[config.mk]
export PLATFORM = sky130hd
export DESIGN_NAME = crypto_wallet_pio_master
export DESIGN_NICKNAME = d
export VERILOG_FILES = /design/src/rtl/crypto_wallet_pio_master.sv
export SDC_FILE = /design/constraint.sdc
export NUM_CORES = 1
export LEC_CHECK = 0
export ABC_AREA = 1
export BUFFER_PORTS_ARGS = -buffer_cell sky130_fd_sc_hd__clkbuf_2
export CAP_MARGIN = 20
export CORE_MARGIN = 1
export CORE_UTILIZATION = 50
export CTS_BUF_LIST = sky130_fd_sc_hd__clkbuf_16
export CTS_CLUSTER_SIZE = 20
export DETAILED_ROUTE_END_ITERATION = 16
export PLACE_DENSITY = 0.77
export SYNTH_ARGS = -nofsm -noshare
export SYNTH_HDL_FRONTEND = slang
export SYNTH_SLANG_ARGS = --single-unit
export TNS_END_PERCENT = 10
[constraint.sdc]
create_clock -name clk -period 2.2 [get_ports clk]
set_input_delay 0.66 -clock clk [delete_from_list [all_inputs] [get_ports clk]]
set_output_delay 0.66 -clock clk [all_outputs]
set_load 0.02 [all_outputs]
[src/rtl/crypto_wallet_pio_master.sv]
// rtl/crypto_wallet_pio_master.sv - command-driven Avalon-MM master for a PIO slave s1 port
// Runs WRITE, READ, RMW and POLL commands as single slave bus cycles (read latency 1).
module crypto_wallet_pio_master #(
   parameter int POLL_TIMEOUT = 1024,
   parameter int POLL_GAP     = 4
) (
   input  logic        clk,
   input  logic        reset_n,
   input  logic        cmd_valid,
   output logic        cmd_ready,
   input  logic [1:0]  cmd_op,
   input  logic [1:0]  cmd_addr,
   input  logic [31:0] cmd_data,
   input  logic [31:0] cmd_mask,
   output logic        rsp_valid,
   output logic [31:0] rsp_data,
   output logic        rsp_timeout,
   output logic [1:0]  avm_address,
   output logic        avm_chipselect,
   output logic        avm_write_n,
   output logic [31:0] avm_writedata,
   input  logic [31:0] avm_readdata
);

   localparam int AW = $clog2(POLL_TIMEOUT + 1);
   localparam int GW = (POLL_GAP > 1) ? $clog2(POLL_GAP) : 1;

   localparam logic [1:0] OP_WRITE = 2'd0;
   localparam logic [1:0] OP_READ  = 2'd1;
   localparam logic [1:0] OP_POLL  = 2'd2;
   localparam logic [1:0] OP_RMW   = 2'd3;

   typedef enum logic [2:0] {
      S_IDLE, S_WR, S_RD_ADDR, S_RD_CAP, S_RMW_WR, S_POLL_WAIT, S_RESP
   } state_t;

   state_t          state, state_nxt;
   logic [1:0]      op_q;
   logic [31:0]     data_q, mask_q;
   logic [AW-1:0]   attempts;
   logic [GW-1:0]   gap_cnt;
   logic [31:0]     merged;
   logic            poll_match, poll_last;

   assign merged     = (avm_readdata & ~mask_q) | (data_q & mask_q);
   assign poll_match = ((avm_readdata ^ data_q) & mask_q) == 32'd0;
   assign poll_last  = (attempts == AW'(POLL_TIMEOUT - 1));

   always_ff @(posedge clk) begin
      if (!reset_n) state <= S_IDLE;
      else          state <= state_nxt;
   end

   always_comb begin
      state_nxt      = state;
      cmd_ready      = 1'b0;
      avm_chipselect = 1'b0;
      avm_write_n    = 1'b1;
      rsp_valid      = 1'b0;
      case (state)
         S_IDLE: begin
            cmd_ready = 1'b1;
            if (cmd_valid) state_nxt = (cmd_op == OP_WRITE) ? S_WR : S_RD_ADDR;
         end
         S_WR: begin
            avm_chipselect = 1'b1;
            avm_write_n    = 1'b0;
            state_nxt      = S_RESP;
         end
         S_RD_ADDR: begin
            avm_chipselect = 1'b1;
            state_nxt      = S_RD_CAP;
         end
         S_RD_CAP: begin
            if (op_q == OP_RMW)
               state_nxt = S_RMW_WR;
            else if (op_q == OP_POLL && !poll_match && !poll_last)
               state_nxt = (POLL_GAP == 0) ? S_RD_ADDR : S_POLL_WAIT;
            else
               state_nxt = S_RESP;
         end
         S_RMW_WR: begin
            avm_chipselect = 1'b1;
            avm_write_n    = 1'b0;
            state_nxt      = S_RESP;
         end
         S_POLL_WAIT: begin
            if (gap_cnt == '0) state_nxt = S_RD_ADDR;
         end
         S_RESP: begin
            rsp_valid = 1'b1;
            state_nxt = S_IDLE;
         end
         default: state_nxt = S_IDLE;
      endcase
      // Suppress the strobe while reset is held so an aborted op never lands a write.
      if (!reset_n) begin
         avm_chipselect = 1'b0;
         avm_write_n    = 1'b1;
      end
   end

   always_ff @(posedge clk) begin
      if (!reset_n) begin
         op_q          <= OP_WRITE;
         data_q        <= '0;
         mask_q        <= '0;
         attempts      <= '0;
         gap_cnt       <= '0;
         avm_address   <= '0;
         avm_writedata <= '0;
         rsp_data      <= '0;
         rsp_timeout   <= 1'b0;
      end else begin
         case (state)
            S_IDLE: begin
               if (cmd_valid) begin
                  op_q        <= cmd_op;
                  data_q      <= cmd_data;
                  mask_q      <= cmd_mask;
                  avm_address <= cmd_addr;
                  attempts    <= '0;
                  rsp_timeout <= 1'b0;
                  if (cmd_op == OP_WRITE) begin
                     avm_writedata <= cmd_data;
                     rsp_data      <= cmd_data;
                  end
               end
            end
            S_RD_CAP: begin
               if (op_q == OP_RMW) begin
                  avm_writedata <= merged;
                  rsp_data      <= merged;
               end else begin
                  rsp_data <= avm_readdata;
               end
               if (op_q == OP_POLL && !poll_match) begin
                  attempts <= attempts + AW'(1);
                  gap_cnt  <= GW'(POLL_GAP - 1);
                  if (poll_last) rsp_timeout <= 1'b1;
               end
            end
            S_POLL_WAIT: gap_cnt <= gap_cnt - GW'(1);
            default: ;
         endcase
      end
   end

endmodule

After elaboration in Yosys (flattened, before gate mapping)
Cells that the tools add are included.
Word-level totals
  output and inout port bits: 71
  word-level logic and storage cells: 79
  flip-flop bits (word level): 149
  input bits: 103
Cells by class
  multiplexer cells: 27
  bitwise operators: 6
  eq/ne operators: 15
  reductions and logical operators: 19
  add/subtract/negate cells: 2
Operator list (count)
  2-to-1 mux 32 bit: 4
  one-hot mux 32 bit (2 select lines): 2
  AND 32 bit: 3
  logical NOT 32 bit: 1
  inverter 32 bit: 1
  OR 32 bit: 1
  XOR 32 bit: 1
  2-to-1 mux 11 bit: 2
  one-hot mux 11 bit (2 select lines): 1
  one-hot mux 3 bit (5 select lines): 1
  inequality test 2 bit (second input constant): 6
  adder 11 x 1 -> 11 bit (second input constant): 1
  equality test 11 x 10 -> 1 bit (second input constant): 1
  equality test 3 bit (second input constant): 3
  2-to-1 mux 1 bit: 9
  2-to-1 mux 2 bit: 4
  AND reduction 4 bit: 2
  equality test 3 x 2 -> 1 bit (second input constant): 2
  2-to-1 mux 3 bit: 2
  AND reduction 2 bit: 3
  AND reduction 3 bit: 2
  equality test 2 bit (second input constant): 2
  logical NOT 2 bit: 2
  one-hot mux 2 bit (2 select lines): 1
  9 further kinds: 12

Depth between registers and ports, before layout
Gate-level depths: netlist of the first run.
  depth in word-level cells: 9
  mapped depth: 14

Worst setup path before layout of the first run
No wires, ideal clock.
  kind: in2out
  start point: input port reset_n
  end point: output port avm_chipselect
  stages: 4
  arrival time: 1.428 ns
  data required time: 1.540 ns
  path buffers: 2
  setup slack: 0.112 ns
  path through: inv_1 -> clkbuf_1 -> clkbuf_1 -> a21oi_1
On the way
  cells in the longest elaborated chain, start to end: 1
RTL lines
  from (decl): line 8  | input logic reset_n,
  2-to-1 mux 1 bit: line 97  | if (!reset_n) begin
  to (decl): line 19  | output logic avm_chipselect,
No other way between the ends.

Worst setup path in the final report of the first run
  start point: register state[0]
  end point: output port cmd_ready
On the way
  cells in the longest elaborated chain, start to end: 2
RTL lines
  from (decl): line 37  | state_t state, state_nxt;
  from (signal assigned): line 51  | else state <= state_nxt;
  logical NOT 3 bit: line 60  | case (state)
  2-to-1 mux 1 bit: line 60
  to (decl): line 10  | output logic cmd_ready,
No other way between the ends.

==> results of run 1 <==
[layout by cell type (no fill, tap or decap), types with 2 or more instances in the layout]
master / netlist / routed
nand2_1: 262 / 259
clkbuf_2: 0 / 170
dfxtp_1: 149 / 146
a21oi_1: 122 / 121
o21ai_0: 117 / 116
inv_1: 100 / 100
nand3_1: 84 / 84
nor2_1: 43 / 41
a31oi_1: 21 / 21
a41oi_1: 20 / 20
clkbuf_16: 0 / 17
o21ai_1: 16 / 16
buf_4: 0 / 16
a221oi_1: 12 / 12
buf_12: 0 / 6
inv_2: 3 / 4
bufinv_16: 0 / 4
nor2_4: 1 / 3
clkinv_1: 0 / 3
xor2_1: 3 / 3
clkinv_2: 0 / 3
nand2_2: 0 / 2
nor3_4: 2 / 2
nor3_1: 2 / 2
xnor2_1: 2 / 2
nand4_1: 2 / 2
ha_1: 2 / 2
buf_6: 0 / 2
dfxtp_4: 0 / 2
[how the worst max path moves through the flow]
stage / start / end / depth (start not counted)
global placement: avm_readdata[27] / attempts[10] / 13
finish: state[0] / cmd_ready / 5
CTS: state[2] / avm_write_n / 5
detailed placement: avm_readdata[27] / attempts[10] / 13
global route: state[0] / avm_chipselect / 6
floorplan: reset_n / avm_chipselect / 4
[routing by layer]
layer | up-vias | global-route usage [%] | share of wire, %
met5 | - | 0 | 0
met4 | 0 | 12.7 | 2.8
met3 | 51 | 6.44 | 7.1
met2 | 281 | 47.3 | 47
met1 | 3426 | 37.5 | 43
li1 | 3777 | - | -
[worst register-to-register path, delay by kind of cell, from the launching register on]
family          cells  cell delay [ns]
simple gates        2             0.31
buf+inv             3             0.52
flops               1             0.38
compound gates      2             0.66
[final cells by class]
cell class	count	area [um2]	area share, %
Clock inverter	14	170	1.93
Inverter	103	389	4.41
Sequential cell	149	2990	33.9
Clock buffer	17	425	4.82
Multi-Input combinational cell	719	3500	39.7
Tap cell	180	225	2.55
Timing Repair Buffer	195	1120	12.7
[power breakdown]
group	switching, mW	internal [mW]
Combinational	3.23	1.64
Clock	1.12	1.86
Sequential	0.610	3.67
[synth_stat cells, drive strengths merged]
library cell  count  share of area [%]
nand2           262                 14
dfxtp           149                 42
o21ai           133                9.4
a21oi           122                8.6
inv             103                5.5
nand3            84                6.0
clkbuf           57                3.0
nor2             44                2.4
a31oi            21                1.9
a41oi            20                2.5
a221oi           12                1.5
buf               7               0.48
nor3              4               0.60
xor2              3               0.37
ha                2               0.35
nand4             2               0.18
or2               2               0.18
xnor2             2               0.25
a21boi            1               0.11
nand3b            1               0.11
nor3b             1               0.11
o211ai            1               0.11
o21bai            1               0.11
o31ai             1               0.11
[kinds of logic (layout without fill, tap and decap cells)]
kind of cell / after synthesis / in the layout / synth area share, %
AO/OA/AOI/OAI: 312 / 312 / 24.3
buffers and inverters: 167 / 329 / 8.98
XOR/XNOR: 5 / 5 / 0.620
AND/OR/NAND/NOR: 400 / 400 / 23.5
adder cells (fa/ha/maj): 2 / 2 / 0.354
flip-flops: 149 / 149 / 42.2
[registers in the layout (all words and copies together) (netlist names)]
signal / flops
gap_cnt: 2
op_q: 2
rsp_timeout: 1
data_q: 32
attempts: 11
mask_q: 32
state: 3
rsp_data: 32
avm_writedata: 32
avm_address: 2
[metrics by stage]
step	hold slack [ns]	worst slack (ns)	power (mW)	util (%)	cell area, um2
after floorplan	0.451	0.112	7.33	-	7060
after global placement	0.452	-0.0432	8.98	59.1	8170
after detailed placement	0.457	-0.114	9.06	59.1	8170
after CTS	0.466	0.00604	12.1	63.4	8770
after global routing	0.480	-0.0212	12.9	63.8	8820
final	0.463	0.0830	12.1	63.8	8820
[repair_timing]
action	in CTS	in global routing
gates resized for setup	4	18
hold endpoints to repair	0	0
setup endpoints to repair	2	3
hold buffers	0	0
==> reports/results.txt, run 1 <==
Hold Path End -> avm_address[0]
Period utilisation layout -> 96.2%
Fin nets -> 1290
TritonCTS buffer count -> 17
Clk sinks -> 149
Synth cell types -> 29
Critical Path Fanout Max -> 12
Cells along the critical path -> nor2_4 -> inv_1 -> nor2_4 -> buf_6 -> clkbuf_2
Setup Buffers After CTS -> 0
Area added between synthesis and finish -> 24.9%
Worst-margin pin slew -> 0.559 ns
Antenna Violating Nets Remaining -> 0
Maxcap violations -> 0
DP Cell Count -> 1346
DRT Pass-1 Iters -> 6
Syn Std Cell Area -> 7060 um2
Worst EP arrival -> 1.46 ns
Worst reg2reg endpoint -> rsp_data[14]
Setup TNS -> 0 ns
Worst path top cell family by delay -> buffers and inverters
Die area -> 14600 um2
Critical path type -> reg -> out
CP max-delay cell -> dfxtp_2
Fraction of layout cells with a size suffix above 1 -> 20.1%
Pin count of the biggest net entering global routing -> 104
R2r setup slk -> 0.24 ns
Final hold viol count -> 0
Register area share after synthesis -> 42.2%
# IOs -> 174
H-Tree Depth -> 4
Die W -> 121 um
Worst R2R Path Depth -> 7
Vias -> 7535
Crit. End Element -> primary output
Clock-pin slew on the worst setup and hold paths -> 0.06 ns
Buffers on Ports -> 173
Die H -> 121 um
Site Rows -> 43
First-pass GRT wire length -> 33.1 mm
PwrDens -> 1380 nW/um2
Seq cells post-synth -> 149
Syn nets -> 1140
Starting Density -> 51.1%
Vias/cell -> 5.47
CTS tree -> built
Antenna violations before repair -> 0
Buffers and inverters on the worst path -> 3
Worst skew pair latency -> 0.42 ns
Final min period -> 2.12 ns
Synth Area per Inst -> 6.82 um2
# diodes -> 0
DRC violations left -> 0
RD Place Congestion -> 0.850
Pleak -> 3.91 nW
Fin cells -> 1377
Overall Global Routing Usage -> 29.3%
Critical Path RT -> 1.54 ns
HP Class -> reg -> reg
Grt ovf -> 0
Startpoint types -> flip-flop
Vias in the first global route -> 6835
Hold Crit Start -> avm_address[0]
F_max -> 472 MHz
Clk root buf -> clkbuf_16
WL per Instance -> 15.3 um
Layout Skew -> 0.00802 ns
YS warnings -> 0
Post-Route WL -> 21.0 mm
Fill count -> 1198
Initial DRC Count -> 637
Hold-critical path depth -> 2
Worst IR Drop VDD -> 1.01 mV
Status -> completed
RSZ-0062 raised after global routing -> yes
Cells after Synth -> 1035
Final Max Tran Viols -> 0
CP dominant cell by count -> nor2_4
Rel. slew slack -> 62.8%
Clk buf depth -> 2
R2r startpoint -> state[0]
Critical path's largest stage delay -> 0.35 ns
DPL Wire Length -> 14.1 mm
Endpoints failing setup -> 0
Core area -> 13800 um2
No activity file was read; power rests on OpenSTA's default activity.
==> run 2, diff against run 1 <==
--- a/config.mk
+++ b/config.mk
@@ -5,7 +5,6 @@
 export SDC_FILE = /design/constraint.sdc
 export NUM_CORES = 1
 export LEC_CHECK = 0
-export ABC_AREA = 1
 export BUFFER_PORTS_ARGS = -buffer_cell sky130_fd_sc_hd__clkbuf_2
 export CAP_MARGIN = 20
 export CORE_MARGIN = 1
@@ -13,7 +12,7 @@
 export CTS_BUF_LIST = sky130_fd_sc_hd__clkbuf_16
 export CTS_CLUSTER_SIZE = 20
 export DETAILED_ROUTE_END_ITERATION = 16
-export PLACE_DENSITY = 0.77
+export PLACE_DENSITY = 0.76
 export SYNTH_ARGS = -nofsm -noshare
 export SYNTH_HDL_FRONTEND = slang
 export SYNTH_SLANG_ARGS = --single-unit
==> constraint.sdc (replaced) <==
create_clock -name clk -period 2.3 [get_ports clk]
set_input_delay 0.46 -clock clk [delete_from_list [all_inputs] [get_ports clk]]
set_output_delay 0.46 -clock clk [all_outputs]
set_load 0.02 [all_outputs]
==> reports/results.txt, run 2 <==
Die W -> 123 um (+2.1%)
Antenna violations before repair -> 0 (unchanged)
Top cells by area, synth -> dfxtp_1 40%, nand2_1 11%, a21boi_0 7.0%
Status -> completed
Antenna Violating Nets Remaining -> 0 (unchanged)
Clock-pin slew on the worst setup and hold paths -> 0.06 ns (about the same)
Core area -> 14100 um2 (+2.3%)
Clk sinks -> 149 (unchanged)
Commonest non-fill, non-tap cells in the layout -> 215 x nand2_1, 172 x clkbuf_2, 149 x dfxtp_1
Worst IR Drop VDD -> 0.569 mV (-44%)
DP Cell Count -> 1213 (-9.9%)
Endpoints failing setup -> 0 (unchanged)
Die H -> 123 um (+2.1%)
Overall Global Routing Usage -> 27.0% (-2.2 points)
HP Class -> in -> reg
Crit. Startpoint -> data_q[17]
Hold_ws -> 0.259 ns (-0.203 ns)
Vias/cell -> 5.58 (+2.0%)
Setup TNS -> 0 ns (unchanged)
Initial DRC Count -> 491 (-23%)
Post_cts resized -> 0 (-4)
DP Area -> 8380 um2 (+2.5%)
Pwr Total -> 6.84 mW (-44%)
Final hold viol count -> 0 (unchanged)
Starting Density -> 52.1% (+0.97 points)
Cells along the critical path -> xor2_1 -> a22oi_1 -> nand4_1 -> nor4_2 -> buf_4 -> nor2_2 -> o311a_1
Crit path capture -> gap_cnt[1]
DRT Pass-1 Iters -> 4 (-2)
Area added between synthesis and finish -> 20.9%
TritonCTS buffer count -> 17 (unchanged)
R2r startpoint -> data_q[17]
Synth cell types -> 49 (+69%)
# diodes -> 0 (unchanged)
Crit. End Element -> flip-flop
RD Place Congestion -> 0.813 (-4.3%)
First-pass GRT wire length -> 31.3 mm (-5.6%)
Grt ovf -> 0 (unchanged)
Top cell type's share of synthesized area -> 40.5% (-1.7 points)
Clk root buf -> clkbuf_16
Commonest non-fill, non-tap cell in the layout -> nand2_1
Post-synth EDFFs -> 0 (unchanged)
Post-Route WL -> 20.2 mm (-3.9%)
Vias in the first global route -> 6339 (-7.3%)
Worst EP arrival -> 2.47 ns (+1.01 ns)
Hold Crit Start -> cmd_addr[0]
Final min period -> 2.16 ns
Top post-synthesis cells by count -> 216 x nand2_1, 149 x dfxtp_1, 69 x a21boi_0
RSZ-0062 raised after global routing -> no
YS warnings -> 0 (unchanged)
Pleak -> 3.67 nW (-6.0%)
Fin cells -> 1244 (-9.7%)
Maxcap violations -> 0 (unchanged)
Critical path type -> reg -> reg
Worst reg2reg endpoint -> gap_cnt[1]
CP max-delay cell -> dfxtp_1
Synth area leader -> dfxtp_1
Synth Area per Inst -> 8.10 um2 (+19%)
Rel. slew slack -> 65.4% (+2.7 points)
DPL Wire Length -> 13.7 mm (-2.9%)
Stages on worst setup path -> 7 (+2)
Worst path top cell family by delay -> compound AO/OA/AOI/OAI gates
Clk buf depth -> 2 (unchanged)
Startpoint types -> flip-flop
Main synth FF type -> dfxtp_1
Layout Skew -> 0.00613 ns (-0.00189 ns)
Vias -> 6941 (-7.9%)
Fin nets -> 1157 (-10%)
PwrDens -> 769 nW/um2 (-44%)
Site Rows -> 43 (unchanged)
Register area share after synthesis -> 40.5% (-1.7 points)
H-Tree Depth -> 4 (unchanged)
Buffers on Ports -> 173 (unchanged)
# hold bufs at CTS -> 0 (unchanged)
Critical path's largest stage delay -> 0.34 ns (about the same)
Cells after Synth -> 909 (-12%)
Ys async rst share -> 0% (unchanged)
Buffers and inverters on the worst path -> 1 (-2)
DRC violations left -> 0 (unchanged)
Seq cells post-synth -> 149 (unchanged)
Period utilisation layout -> 93.8%
Worst skew pair latency -> 0.43 ns (about the same)
Critical Path Fanout Max -> 21 (+9)
Setup Buffers After CTS -> 0 (unchanged)
CTS tree -> built
Die area -> 15200 um2 (+4.2%)
Syn nets -> 1014 (-11%)
Worst-margin pin slew -> 0.518 ns (-0.0409 ns)
Count leader, synth -> nand2_1
F_max -> 464 MHz
Worst R2R Path Depth -> 7 (unchanged)
Post-route cell area -> 8900 um2 (+0.96%)
Final Max Tran Viols -> 0 (unchanged)
Fraction of layout cells with a size suffix above 1 -> 21.6% (+1.5 points)
Critical Path RT -> 2.61 ns (+1.07 ns)
Pin count of the biggest net entering global routing -> 69 (-34%)
WL per Instance -> 16.3 um (+6.4%)
# IOs -> 174 (unchanged)
R2r setup slk -> 0.14 ns (-0.10 ns)
Syn Std Cell Area -> 7370 um2 (+4.3%)
## run 2: cell types whose count changed after synthesis, moves of 31 or more
cell and delta:
o21ai_0 -94, nor2b_1 +53, a21boi_0 +68, nand2_1 -46, inv_1 -98, mux2i_1 +34, nand3_1 -57, xor2_1 +31
a21oi_1 -60
## run 2: worst reg2reg max path: cells and delay by family (launching register included)
kind | cells | cell delay [ns]
compound gates | 2 | 0.67
xor+xnor | 1 | 0.18
buf+inv | 1 | 0.26
flops | 1 | 0.34
simple gates | 3 | 0.59
## run 2: layout make-up
type / instances / area (um2)
inverter: 2 / 7.51
multi-input combinational: 690 / 4090
sequential: 149 / 2980
clock buffer: 17 / 425
clock inverter: 14 / 98.8
fill: 1295 / 5250
timing repair buffer: 192 / 1070
tap: 180 / 225
## run 2: how the worst min path moves through the flow
stage | cells past startpoint | slack [ns] | to
after floorplan | 2 | 0.45 | attempts[3]
after global placement | 2 | 0.45 | avm_address[0]
after detailed placement | 2 | 0.47 | avm_address[0]
after CTS | 3 | 0.25 | avm_address[0]
after global routing | 3 | 0.27 | mask_q[26]
final | 3 | 0.26 | avm_address[0]
## run 2: kinds of logic after synthesis
group / Yosys count / share of synthesized area [%]
xor+xnor: 34 / 4.04
fa+ha+maj: 2 / 0.340
flops: 149 / 40.5
buf+inv: 70 / 4.09
simple gates: 368 / 22.6
compound gates: 251 / 23.7
mux: 35 / 4.77
## run 2: metrics by stage
step / setup WS [ns] / utilization (%)
after CTS: 0.157 / 62.9
after global placement: -0.000110 / 59.2
after floorplan: 0.310 / -
final: 0.143 / 62.9
after detailed placement: -0.0649 / 59.2
after global routing: 0.0211 / 62.9
## run 2: layer usage
metal,vias up,wire [um],GRT usage (%)
met4,0,440,10.2
met2,200,9430,44.4
li1,3462,-,-
met5,-,0,0
met1,3245,9200,34.9
met3,34,1160,5.49
## run 2: where the power goes
part           switching (mW)  leakage (nW)  internal [mW]
clock                    1.06         0.269           1.45
sequential              0.206          1.21           2.78
combinational           0.833          2.19          0.515
total                    2.10          3.67           4.75
==> run 3, diff against run 2 <==
--- a/config.mk
+++ b/config.mk
@@ -7,6 +7,7 @@
 export LEC_CHECK = 0
 export BUFFER_PORTS_ARGS = -buffer_cell sky130_fd_sc_hd__clkbuf_2
 export CAP_MARGIN = 20
+export CORE_ASPECT_RATIO = 0.8
 export CORE_MARGIN = 1
 export CORE_UTILIZATION = 50
 export CTS_BUF_LIST = sky130_fd_sc_hd__clkbuf_16
==> reports/results.txt, run 3 (synthesis results as in run 2) <==
Vias in the first global route -> 6561 (+3.5%)
# IOs -> 174 (unchanged)
RSZ-0062 raised after global routing -> no
CTS tree -> built
Startpoint types -> flip-flop
Hold Crit Start -> cmd_mask[20]
Commonest non-fill, non-tap cells in the layout -> 215 x nand2_1, 172 x clkbuf_2, 149 x dfxtp_1
Critical path type -> reg -> out
Clk sinks -> 149 (unchanged)
Buffers on Ports -> 173 (unchanged)
Worst IR Drop VDD -> 0.624 mV (+9.8%)
Final hold viol count -> 0 (unchanged)
Core area -> 14300 um2 (+1.4%)
Clk root buf -> clkbuf_16
Status -> completed
First-pass GRT wire length -> 33.4 mm (+6.9%)
Worst skew pair latency -> 0.43 ns (about the same)
Period utilisation layout -> 94.3% (+0.53 points)
Antenna violations before repair -> 0 (unchanged)
Layout Skew -> 0.00731 ns (+0.00118 ns)
Final Max Tran Viols -> 0 (unchanged)
Crit. End Element -> primary output
RD Place Congestion -> 0.839 (+3.1%)
Clock-pin slew on the worst setup and hold paths -> 0.06 ns (about the same)
WL per Instance -> 16.7 um (+2.8%)
Worst R2R Path Depth -> 7 (unchanged)
Final min period -> 2.17 ns (+0.0122 ns)
Site Rows -> 39 (-9.3%)
Setup TNS -> 0 ns (unchanged)
Post-Route WL -> 21.0 mm (+3.7%)
Hold-critical path depth -> 3 (unchanged)
PnR worst setup slack -> 0.130 ns (-0.0122 ns)
Endpoints failing setup -> 0 (unchanged)
Fill count -> 1269 (-2.0%)
DPL Wire Length -> 14.7 mm (+6.9%)
PwrDens -> 807 nW/um2 (+4.9%)
R2r setup slk -> 0.23 ns (+0.09 ns)
H-Tree Depth -> 4 (unchanged)
Fin cells -> 1255 (+0.88%)
Crit path capture -> avm_chipselect
Reg area -> 2980 um2 (unchanged)
Pwr Total -> 7.32 mW (+7.0%)
Antenna Violating Nets Remaining -> 0 (unchanged)
Hold_ws -> 0.261 ns (+0.00140 ns)
Area of the multi-input gates -> 4090 um2 (unchanged)
Pin count of the biggest net entering global routing -> 83 (+20%)
Worst-margin pin slew -> 0.495 ns (-0.0232 ns)
Setup Buffers After CTS -> 0 (unchanged)
# diodes -> 0 (unchanged)
# hold bufs at CTS -> 0 (unchanged)
Initial DRC Count -> 451 (-8.1%)
DRC violations left -> 0 (unchanged)
Dpl ws -> 0.0328 ns (+0.0977 ns)
Fin nets -> 1163 (+0.52%)
Rel. slew slack -> 67.0% (+1.6 points)
Maxcap violations -> 0 (unchanged)
Starting Density -> 51.3% (-0.71 points)
HP Class -> in -> reg
Vias -> 7086 (+2.1%)
Grt ovf -> 0 (unchanged)
Commonest non-fill, non-tap cell in the layout -> nand2_1
Worst EP arrival -> 1.71 ns (-0.76 ns)
Area added between synthesis and finish -> 23.3%
DRT Pass-1 Iters -> 5 (+1)
Die W -> 138 um (+12%)
Clk buf depth -> 2 (unchanged)
Vias/cell -> 5.65 (+1.2%)
Critical Path RT -> 1.84 ns (-0.77 ns)
F_max -> 461 MHz (-0.56%)
Die H -> 111 um (-10%)
Pleak -> 3.74 nW (+1.7%)
R2r startpoint -> data_q[16]
Crit. Startpoint -> state[2]
Fraction of layout cells with a size suffix above 1 -> 22.4% (+0.79 points)
Overall Global Routing Usage -> 28.4% (+1.4 points)
Die area -> 15200 um2 (about the same)
Worst reg2reg endpoint -> gap_cnt[1]
Post_cts resized -> 0 (unchanged)
Critical Path Fanout Max -> 11 (-48%)
DP Cell Count -> 1223 (+0.82%)
TritonCTS buffer count -> 17 (unchanged)
## run 3: how the worst min path moves through the flow
stage	to	slack [ns]
global placement	avm_address[1]	0.45
global route	mask_q[9]	0.27
detailed placement	avm_address[1]	0.46
CTS	mask_q[5]	0.25
finish	mask_q[20]	0.26
floorplan	attempts[3]	0.45
## run 3: area by class of cell
| cell class | instances | area share, % |
|---|---|---|
| inverters | 2 | 0.0827 |
| flip-flops and latches | 149 | 32.9 |
| repair buffers | 198 | 12.7 |
| clock buffers | 17 | 4.69 |
| well taps | 184 | 2.54 |
| clock inverters | 15 | 2.07 |
| multi-input cells | 690 | 45.0 |
## run 3: report_power, final
| group | switching [mW] | internal, mW |
|---|---|---|
| Clock | 1.13 | 1.80 |
| Combinational | 0.860 | 0.551 |
| Sequential | 0.200 | 2.78 |
## run 3: worst max-delay path: stages (launching register included)
cell and delay [ns]:
dfxtp_1 0.57, buf_4 0.24, xor2_1 0.15, o211a_1 0.15
clkbuf_2 0.17
## run 3: layer usage
layer	global-route usage, %	wire (um)	part of all wire, %
met1	40.3	9800	47
met3	7.07	1850	8.8
met2	41.5	8950	43
met5	0	0	0
met4	10.0	378	1.8
## run 3: stage by stage
| step | area, um2 | utilization [%] |
|---|---|---|
| global route | 9080 | 63.3 |
| detailed placement | 8470 | 59.0 |
| CTS | 9080 | 63.3 |
| floorplan | 7370 | - |
| finish | 9080 | 63.3 |
| global placement | 8470 | 59.0 |
